[src/rtl/pc_pkg.sv]
// rtl/pc_pkg.sv - shared types and defaults for the program-counter sequencer
package pc_pkg;

    localparam int PC_D_DEFAULT        = 12;
    localparam int PC_START_PC_DEFAULT = 0;
    localparam int LUT_IDX_W           = 3;

    typedef enum logic [1:0] {
        IDLE = 2'd0,
        RUN  = 2'd1,
        HALT = 2'd2
    } pc_state_t;

endpackage

[src/rtl/pc_sequencer.sv]
// rtl/pc_sequencer.sv - fetch-path PC sequencer with run/halt handshake; optional LAST_BR_EN adds Last_br_pc
module pc_sequencer
    import pc_pkg::*;
#(
    parameter int             D        = PC_D_DEFAULT,
    parameter logic [D-1:0]   START_PC = D'(PC_START_PC_DEFAULT),
    parameter int             CNT_W    = 16
) (
    input  logic                 Clk,
    input  logic                 Reset,
    input  logic                 Start,
    input  logic                 Stall,
    input  logic                 Halt_req,
    input  logic                 Br_en,
    input  logic                 Br_abs,
    input  logic [LUT_IDX_W-1:0] Br_idx,
    output logic [LUT_IDX_W-1:0] Lut_idx,
    input  logic [D-1:0]         Target,
    output logic [D-1:0]         PC,
`ifdef LAST_BR_EN
    output logic [D-1:0]         Last_br_pc,
`endif
    output logic                 Running,
    output logic                 Done,
    output logic [CNT_W-1:0]     Cycles
);

    pc_state_t        state;
    logic [CNT_W-1:0] cycles_next;
    logic [D-1:0]     branch_pc;

    // The LUT is combinational, so the index passes straight through and Target returns in the same cycle
    assign Lut_idx = Br_idx;

    // Retired-cycle count sticks at all-ones rather than wrapping back to zero
    assign cycles_next = (&Cycles) ? Cycles : Cycles + CNT_W'(1);

    // Relative targets are two's complement, so a plain D-bit add with the carry dropped covers back-branches
    assign branch_pc = Br_abs ? Target : PC + Target;

    // Run/halt FSM and PC datapath; Running and Done are registered copies of the next state
    always_ff @(posedge Clk) begin
        if (Reset) begin
            state      <= IDLE;
            PC         <= START_PC;
            Cycles     <= '0;
            Running    <= 1'b0;
            Done       <= 1'b0;
`ifdef LAST_BR_EN
            Last_br_pc <= '0;
`endif
        end else begin
            case (state)
                IDLE, HALT: begin
                    if (Start) begin
                        state      <= RUN;
                        PC         <= START_PC;
                        Cycles     <= '0;
                        Running    <= 1'b1;
                        Done       <= 1'b0;
`ifdef LAST_BR_EN
                        Last_br_pc <= '0;
`endif
                    end
                end
                RUN: begin
                    // A stalled cycle retires nothing, so halt and branch requests wait for a clean cycle
                    if (!Stall) begin
                        Cycles <= cycles_next;
                        if (Halt_req) begin
                            state   <= HALT;
                            Running <= 1'b0;
                            Done    <= 1'b1;
                        end else if (Br_en) begin
                            PC         <= branch_pc;
`ifdef LAST_BR_EN
                            Last_br_pc <= PC;
`endif
                        end else begin
                            PC <= PC + D'(1);
                        end
                    end
                end
                default: begin
                    state   <= IDLE;
                    Running <= 1'b0;
                    Done    <= 1'b0;
                end
            endcase
        end
    end

endmodule

[config.mk]
export PLATFORM = sky130hd
export DESIGN_NAME = pc_sequencer
export DESIGN_NICKNAME = d
export VERILOG_FILES = /design/src/rtl/pc_pkg.sv /design/src/rtl/pc_sequencer.sv
export SDC_FILE = /design/constraint.sdc
export NUM_CORES = 1
export LEC_CHECK = 0
export ABC_AREA = 1
export BUFFER_PORTS_ARGS = -buffer_cell sky130_fd_sc_hd__buf_2
export CORE_AREA = 2 2 72 74
export CTS_BUF_LIST = sky130_fd_sc_hd__clkbuf_16
export CTS_CLUSTER_DIAMETER = 120
export CTS_CLUSTER_SIZE = 12
export DETAILED_ROUTE_END_ITERATION = 7
export DIE_AREA = 0 0 74 76
export GPL_TIMING_DRIVEN = 0
export PLACE_DENSITY = 0.86
export SLEW_MARGIN = 20
export SYNTH_ARGS = -nofsm -noshare
export SYNTH_HDL_FRONTEND = slang
export SYNTH_SLANG_ARGS = --single-unit
[constraint.sdc]
create_clock -name Clk -period 2.2 [get_ports Clk]
set_input_delay 0.11 -clock Clk [delete_from_list [all_inputs] [get_ports Clk]]
set_output_delay 0.11 -clock Clk [all_outputs]
set_load 0.01 [all_outputs]
After elaboration in Yosys (flattened, before gate mapping) --
Index checks and enable logic that the tools add are counted.
Cells by class: $add $sub $neg 3, equality and inequality tests 7, muxes and demuxes 22, reductions and logical operators 7
Operators by type and width (number):
- 12-bit 2-to-1 mux | 5
- 16-bit 2-to-1 mux | 3
- 16-bit case mux with 2 select lines | 1
- 12-bit case mux with 2 select lines | 1
- 16-bit by 1-bit adder with 16-bit output, second input constant | 1
- 16-bit AND reduction | 1
- 12-bit by 1-bit adder with 12-bit output, second input constant | 1
- 12-bit adder | 1
- 2-bit inequality test, second input constant | 5
- 4-bit AND reduction | 2
- 1-bit 2-to-1 mux | 6
- 2-bit 2-to-1 mux | 3
- 1-bit case mux with 2 select lines | 2
- 2-bit case mux with 2 select lines | 1
- 3-bit AND reduction | 1
- 2-bit by 1-bit == test with 1-bit output, second input constant | 1
- 2-bit == test, second input constant | 1
- 2-bit logical NOT | 1
- 2-bit nonzero test | 1
- 2-bit OR reduction | 1
Storage, ports and cells: register bits 32, input bits 22, logic and storage cells 44

Longest topological paths before layout --
Gate-level depths: netlist (run 1).
depth after elaboration 6, depth in mapped cells 13, gate-level depth less buffers 13

Worst setup path before layout (run 1) --
Ideal clock, no wire load.
path kind register -> register, from register PC[0], to register PC[8], arrival time 1.775 ns, required time 2.129 ns, setup slack 0.354 ns, cell stages (with the launch flop) 12, period minus slack after synthesis 1.846 ns, path through dfxtp_1 ha_1 fa_1 nand2_1 nand2_1 o21ai_0 o21ai_0 nand2_1 nand2_1 o21ai_0 nand2_1 a21oi_1
On the way: cells in the longest elaborated chain, start to end 6, elaborated cells on any way between the ends 7
Ends and longest elaborated chain:
- start: declaration | line pc_sequencer.sv:19 | output logic [D-1:0] PC,
- start signal: assignment | line pc_sequencer.sv:75 | PC <= branch_pc;
- start signal: assignment | line pc_sequencer.sv:80 | PC <= PC + D'(1);
- 12-bit adder | line pc_sequencer.sv:39 | assign branch_pc = Br_abs ? Target : PC + Target;
- 12-bit 2-to-1 mux | line pc_sequencer.sv:39
- 12-bit 2-to-1 mux (*) | line pc_sequencer.sv:74 | end else if (Br_en) begin
- 12-bit 2-to-1 mux (*) | line pc_sequencer.sv:70 | if (Halt_req) begin
- 12-bit 2-to-1 mux (*) | line pc_sequencer.sv:68 | if (!Stall) begin
- 12-bit case mux with 2 select lines (*) | line pc_sequencer.sv:53 | case (state)
Every way passes the cells marked *; elsewhere a longest branch is shown, timed or not. The select of a mux whose other input is x is not followed. A chain may end at the register's enable or synchronous reset.

Final worst setup path (run 1) --
from register PC[0], to register PC[6]
The elaborated chain is that of the path after synthesis.

==> run metrics, run 1 <==
WHS Path Cells 3; CP endpoint kind flip-flop; Setup Skew around 0.0074 ns; Die Width 74 um; final hold vios 0; vias in the first global route ~2500; measured slew at the worst slew-check pin between 0.5 and 0.6 ns; Setup Fix Bufs, Post-CTS 0; fmax between 400 and 500 MHz; Pleak between 1 and 1.5 nW; Synth Cell Area 2560 sq um; via count approximately 2900; Mapped Cells 417; Hold Path Origin Halt_req; RR Startpoint PC[0]; CORE AREA 4910 sq um; max incr delay on CP 0.45 ns; Die Area around 5600 sq um; Clk pin slew, worst setup/hold paths 0.05 ns; Chip Height ~76 um; RePlAce Congestion approximately 0.92; CP most frequent cell nand2_1; # rows 26; Vias/cell about 5.3; count of input and output buffers 50; CTS max path bufs 2; Period Utilization, post-route between 90% and 100%; WL/cell 12.4 um; Yosys cell types 34; hold slack approximately 0.12 ns; RSZ-0062 raised after global routing no; Place WS between 0.05 and 0.06 ns; first-pass GRT wire length roughly 11 mm; critical path's top delay family adder cells; total gr overflow 0; total track usage 24.8%; Setup crit start kind flip-flop; fin. max-slew vios 0; reg2reg end PC[6]; Post-DP HPWL approximately 5.1 mm; TritonCTS clock tree yes; largest net degree at the start of global routing 11; Sink Count 31; setup TNS 0 ns; syn nets 453; min Tclk post-route 2.01 ns; later-pin clock latency in the skew report about 0.28 ns; final net count 510; peak supply drop about 440 uV; worst setup margin around 0.19 ns; final WL ~6.8 mm; antenna violations before repair 0; Seq/Total Area, Yosys 24.2%; max_cap viols 0; r2r setup slk 0.19 ns; Buf/Inv on CP 1; DRC 0; syn avg cell area about 6 sq um; # H-tree levels 2; crit path cell chain ha_1 -> fa_1 -> nand2_1 -> nand2_1 -> o21ai_2 -> inv_1 -> nand2_1 -> nand2_1 -> nand2_1 -> nand3_1 -> nand2_1 -> nand3_1 -> a21oi_1; Yosys warning count 0; Pwr Density slightly above 500 nW/um^2; Inserted Diodes 0; Layout fillers 467; Arrival @ worst endpoint around 2.2 ns; slowest cell on the critical path fa_1; DP Area ~2900 sq um; Worst R2R Path Depth 13; critical path required time about 2.4 ns; Initial Utilization a little over half; Slew headroom approximately 66%; synthesis-to-layout area growth 18.9%; Final Setup Violations 0; FF+latch count, synth 31; drt first pass iters 5; Worst Hold End Done; share of cells above drive strength 1 roughly 16%; Final Instance Area a little over 3000 sq um; outcome finished, final reports clean; crit path kind flip-flop to flip-flop; Hold WC Path Type input pin to flip-flop; CTS Root Cell clkbuf_16; starting DRC count in detailed routing 218; CTS Buf Count 5; total I/O pin count 55; DRT antenna net count 0; CP max FO 6
[kinds of logic (layout without fill, tap and decap cells)]
logic type               after synthesis  count (layout)  synth area share, %
AO/OA/AOI/OAI                         81              81                 16.6
XOR/XNOR                              18              18                 6.16
adder cells (fa/ha/maj)               14              14                 7.14
AND/OR/NAND/NOR                      221             221                 37.1
buffers and inverters                 52             110                 8.80
flip-flops                            31              31                 24.2
[power by group]
group | switching (mW) | internal, mW | total, mW
Clock | 0.238 | 0.412 | 0.650
Combinational | 0.208 | 0.119 | 0.327
Sequential | 0.0241 | 0.578 | 0.602
Total | 0.470 | 1.11 | 1.58
[area by class of cell]
cell class | instances | area [sq um] | share of cell area (%)
Multi-Input combinational cell | 334 | 1720 | 56.5
Sequential cell | 31 | 621 | 20.4
Timing Repair Buffer | 50 | 250 | 8.22
Inverter | 39 | 149 | 4.89
Clock buffer | 5 | 125 | 4.11
Tap cell | 70 | 87.6 | 2.88
Buffer | 13 | 76.3 | 2.51
Clock inverter | 3 | 16.3 | 0.535
[cells in the mapped netlist]
master    count  share of area (%)
nor2_4        2               0.88
buf_6         2               0.88
inv_4         1               0.24
xnor2_1       8                2.7
inv_2         3               0.44
a21oi_1      53                 10
nand3_1      29                5.7
a22oi_1       1               0.29
buf_4         3               0.88
o211ai_1      1               0.29
a221oi_1      1               0.34
nand2_1     122                 18
nand2_2       1               0.24
a31oi_1       1               0.24
nand3_4       1               0.68
nor4_4        1               0.83
or2_2         2               0.49
nand3b_1      2               0.59
fa_1          1               0.78
ha_1         13                6.4
a21o_1        1               0.29
dfxtp_1      31                 24
nand4_1       4               0.98
nor2_1       51                7.5
inv_1        34                5.0
xor2_1       10                3.4
clkbuf_1      7                1.0
buf_2         1               0.20
clkinv_1      1               0.15
o21ai_0      21                4.1
a21oi_2       1               0.34
o21bai_1      1               0.29
nand3_2       1               0.39
nor3_1        5               0.98
[metrics by stage]
stage / power, mW / instances / util [%]
floorplan: 0.834 / 417 / -
global placement: 0.926 / 537 / 59.0
detailed placement: 0.934 / 537 / 59.0
CTS: 1.58 / 545 / 61.9
global route: 1.66 / 545 / 61.9
finish: 1.58 / 545 / 61.9
[state kept, by name, indices dropped and copies added (netlist names)]
signal	count
Done	1
state	1
Cycles	16
PC	12
Running	1
[repair_timing]
item	in CTS	in global routing
endpoints found under the setup margin	0	2
gates resized for setup	0	4
hold buffers	0	0
[worst max-delay path by stage]
| stage | depth (start not counted) | endpoint | start | slack (ns) |
|---|---|---|---|---|
| finish | 13 | PC[6] | PC[0] | 0.19 |
| global route | 13 | PC[6] | PC[0] | 0.04 |
| CTS | 11 | PC[8] | PC[0] | 0.03 |
| detailed placement | 11 | PC[8] | PC[0] | 0.06 |
| global placement | 11 | PC[8] | PC[0] | 0.06 |
| floorplan | 11 | PC[8] | PC[0] | 0.35 |
[metal layers]
layer	GRT usage (%)	share of wire, %	vias up
met1	33.9	45	1289
met5	0	0	-
met4	6.36	0.76	0
met3	3.97	6.5	7
met2	40.4	47	106
li1	-	-	1475
[worst register-to-register path, stage by stage (launching register included)]
cell and delay, ns:
dfxtp_1 0.36, ha_1 0.24, fa_1 0.45, nand2_1 0.11, nand2_1 0.07, o21ai_2 0.09, inv_1 0.06, nand2_1 0.08
nand2_1 0.06, nand2_1 0.06, nand3_1 0.07, nand2_1 0.10, nand3_1 0.08, a21oi_1 0.12
[placed cells by master (no fill, tap or decap), types with 2 or more instances in the layout]
master     netlist  final
buf_6            2      2
buf_2            1     51
clkbuf_16        0      5
nand3_1         29     29
o21ai_1          0      2
nand2_1        122    122
ha_1            13     13
buf_4            3      3
xor2_1          10     10
dfxtp_1         31     31
inv_1           34     35
nor2_1          51     51
xnor2_1          8      8
or2_2            2      2
inv_2            3      3
nand4_1          4      4
clkbuf_1         7      7
o21ai_0         21     18
nor3_1           5      5
nand3b_1         2      2
a21oi_1         53     53
nor2_4           2      2
(Power assumes the default switching activity.)
==> inputs of run 2 (changes only) <==
--- a/config.mk
+++ b/config.mk
@@ -7,14 +7,14 @@
 export LEC_CHECK = 0
 export ABC_AREA = 1
 export BUFFER_PORTS_ARGS = -buffer_cell sky130_fd_sc_hd__buf_2
-export CORE_AREA = 2 2 72 74
+export CORE_AREA = 2 2 83 85
 export CTS_BUF_LIST = sky130_fd_sc_hd__clkbuf_16
 export CTS_CLUSTER_DIAMETER = 120
 export CTS_CLUSTER_SIZE = 12
 export DETAILED_ROUTE_END_ITERATION = 7
-export DIE_AREA = 0 0 74 76
+export DIE_AREA = 0 0 85 87
 export GPL_TIMING_DRIVEN = 0
-export PLACE_DENSITY = 0.86
+export PLACE_DENSITY = 0.69
 export SLEW_MARGIN = 20
 export SYNTH_ARGS = -nofsm -noshare
 export SYNTH_HDL_FRONTEND = slang
==> run metrics, run 2 (synthesis results as in run 1) <==
starting DRC count in detailed routing 139 (-36%); most frequent cells in the layout nand2_1 (122), a21oi_1 (53), nor2_1 (51), buf_2 (51), inv_1 (34); CTS Buf Count 5 (unchanged); Pleak 1.38 nW (+0.75%); final WL 6.92 mm (+2.6%); Chip Height 87 um (+14%); Buf/Inv on CP 1 (unchanged); WL/cell 12.5 um (+0.71%); CTS max path bufs 2 (unchanged); Setup crit start kind flip-flop; crit path kind flip-flop to flip-flop; Worst R2R Path Depth 13 (unchanged); TritonCTS clock tree yes; worst setup margin 0.203 ns (+0.0172 ns); Largest register FFs 16 (unchanged); first-pass GRT wire length 11.7 mm (+3.4%); Regs by FF count Cycles: 16 flops, PC: 12 flops; crit path cell chain ha_1 -> fa_1 -> nand2_1 -> nand2_1 -> o21ai_2 -> inv_1 -> nand2_1 -> nand2_1 -> nand2_1 -> nand3_1 -> nand2_1 -> nand3_1 -> a21oi_1; total I/O pin count 55 (unchanged); # hold bufs at CTS 0 (unchanged); antenna violations before repair 0 (unchanged); min Tclk post-route 2.00 ns (-0.0172 ns); CTS Root Cell clkbuf_16; hold slack 0.124 ns (+0.00545 ns); final hold vios 0 (unchanged); final net count 510 (unchanged); fin. max-slew vios 0 (unchanged); total gr overflow 0 (unchanged); measured slew at the worst slew-check pin 0.624 ns (+0.109 ns); Arrival @ worst endpoint 2.20 ns (about the same); later-pin clock latency in the skew report 0.27 ns (about the same); WHS Path Cells 3 (unchanged); max incr delay on CP 0.44 ns (about the same); DP Area 2910 sq um (+0.43%); RePlAce Congestion 0.909 (-0.69%); Initial Utilization 39.0% (-13 points); CP max FO 6 (unchanged); Setup Fix Bufs, Post-CTS 0 (unchanged); Top reg by flops Cycles; Vias/cell 5.08 (-3.8%); count of input and output buffers 50 (unchanged); cell depth of the worst setup path 13 (unchanged); fmax 501 MHz (+0.86%); Slew headroom 58.4% (-7.2 points); DRT antenna net count 0 (unchanged); Post-DP HPWL 5.39 mm (+4.7%); share of cells above drive strength 1 16.2% (unchanged); Period Utilization, post-route 90.8% (-0.78 points); Die Area 7400 sq um (+31%); DRC 0 (unchanged); outcome finished, final reports clean; Pwr Density 548 nW/um^2 (+5.7%); vias in the first global route 2613 (+3.7%); Place WS 0.00666 ns (-0.0491 ns); synthesis-to-layout area growth 20.2%; Hold WC Path Type input pin to flip-flop; RSZ-0062 raised after global routing no; largest net degree at the start of global routing 11 (unchanged); Clk pin slew, worst setup/hold paths 0.05 ns (about the same); setup TNS 0 ns (unchanged); # rows 30 (+15%); peak supply drop 371 uV (-15%); CP most frequent cell nand2_1; Die Width 85 um (+15%); CP endpoint kind flip-flop; # H-tree levels 2 (unchanged); Final Setup Violations 0 (unchanged); slowest cell on the critical path fa_1; max_cap viols 0 (unchanged); drt first pass iters 4 (-1); Setup Skew 0.00624 ns (-0.00117 ns); critical path's top delay family adder cells; Sink Count 31 (unchanged); commonest non-fill, non-tap cell in the layout nand2_1; Inserted Diodes 0 (unchanged); via count 2818 (-2.1%); critical path required time 2.40 ns (about the same); CORE AREA 6570 sq um (+34%); total track usage 19.1% (-5.8 points); Final Instance Area 3080 sq um (+1.2%)
[run 2: cell count changes in the layout (fill, tap and decap cells not counted)]
cell / change
bufinv_16: +1
clkinv_1: +1
clkinvlp_4: -1
inv_1: -1
[run 2: worst paths after layout]
kind                            startpoint      end  slack, ns
worst max-delay path                 PC[0]    PC[6]       0.20
worst min-delay path              Halt_req     Done       0.12
worst max register to register       PC[0]    PC[6]       0.20
worst min register to register     Running  Running       0.48
[run 2: metrics by stage]
step,power (mW),std cells,util (%)
floorplan,0.834,417,-
global placement,0.931,547,44.3
detailed placement,0.936,547,44.3
CTS,1.71,555,46.8
global route,1.78,555,46.9
finish,1.69,555,46.9
[run 2: layout make-up]
cell class              instances  area (sq um)
plain buffers                  13          76.3
clock buffers                   5           125
clock inverters                 3          38.8
fillers                       669          3490
inverters                      39           149
multi-input cells             334          1720
flip-flops and latches         31           621
well taps                      80           100
repair buffers                 50           250
[run 2: timing repair]
item | CTS | global route
pin swaps | 0 | 0
gates cloned | 0 | 0
endpoints found under the setup margin | 1 | 2
gates resized for setup | 1 | 3
[run 2: metal layers]
| layer | track usage [%] | part of all wire [%] | routed length (um) | vias up |
|---|---|---|---|---|
| li1 | - | - | - | 1479 |
| met1 | 24.0 | 46 | 3180 | 1267 |
| met2 | 33.2 | 48 | 3300 | 64 |
| met3 | 3.60 | 5.1 | 350 | 8 |
| met4 | 5.77 | 1.3 | 91 | 0 |
| met5 | 0 | 0 | 0 | - |
[run 2: where the power goes]
group          total (mW)  internal (mW)  switching, mW
clock network       0.758          0.526          0.231
registers           0.603          0.578         0.0245
logic               0.327          0.119          0.208
total                1.69           1.22          0.464
[run 2: worst reg2reg max path, delay by kind of cell (launching register included)]
kind,cells,cell delay (ns)
and+or+nand+nor,8,0.61
adders and majority gates,2,0.69
AOI/OAI and AO/OA,2,0.21
buffers and inverters,1,0.06
DFF,1,0.36
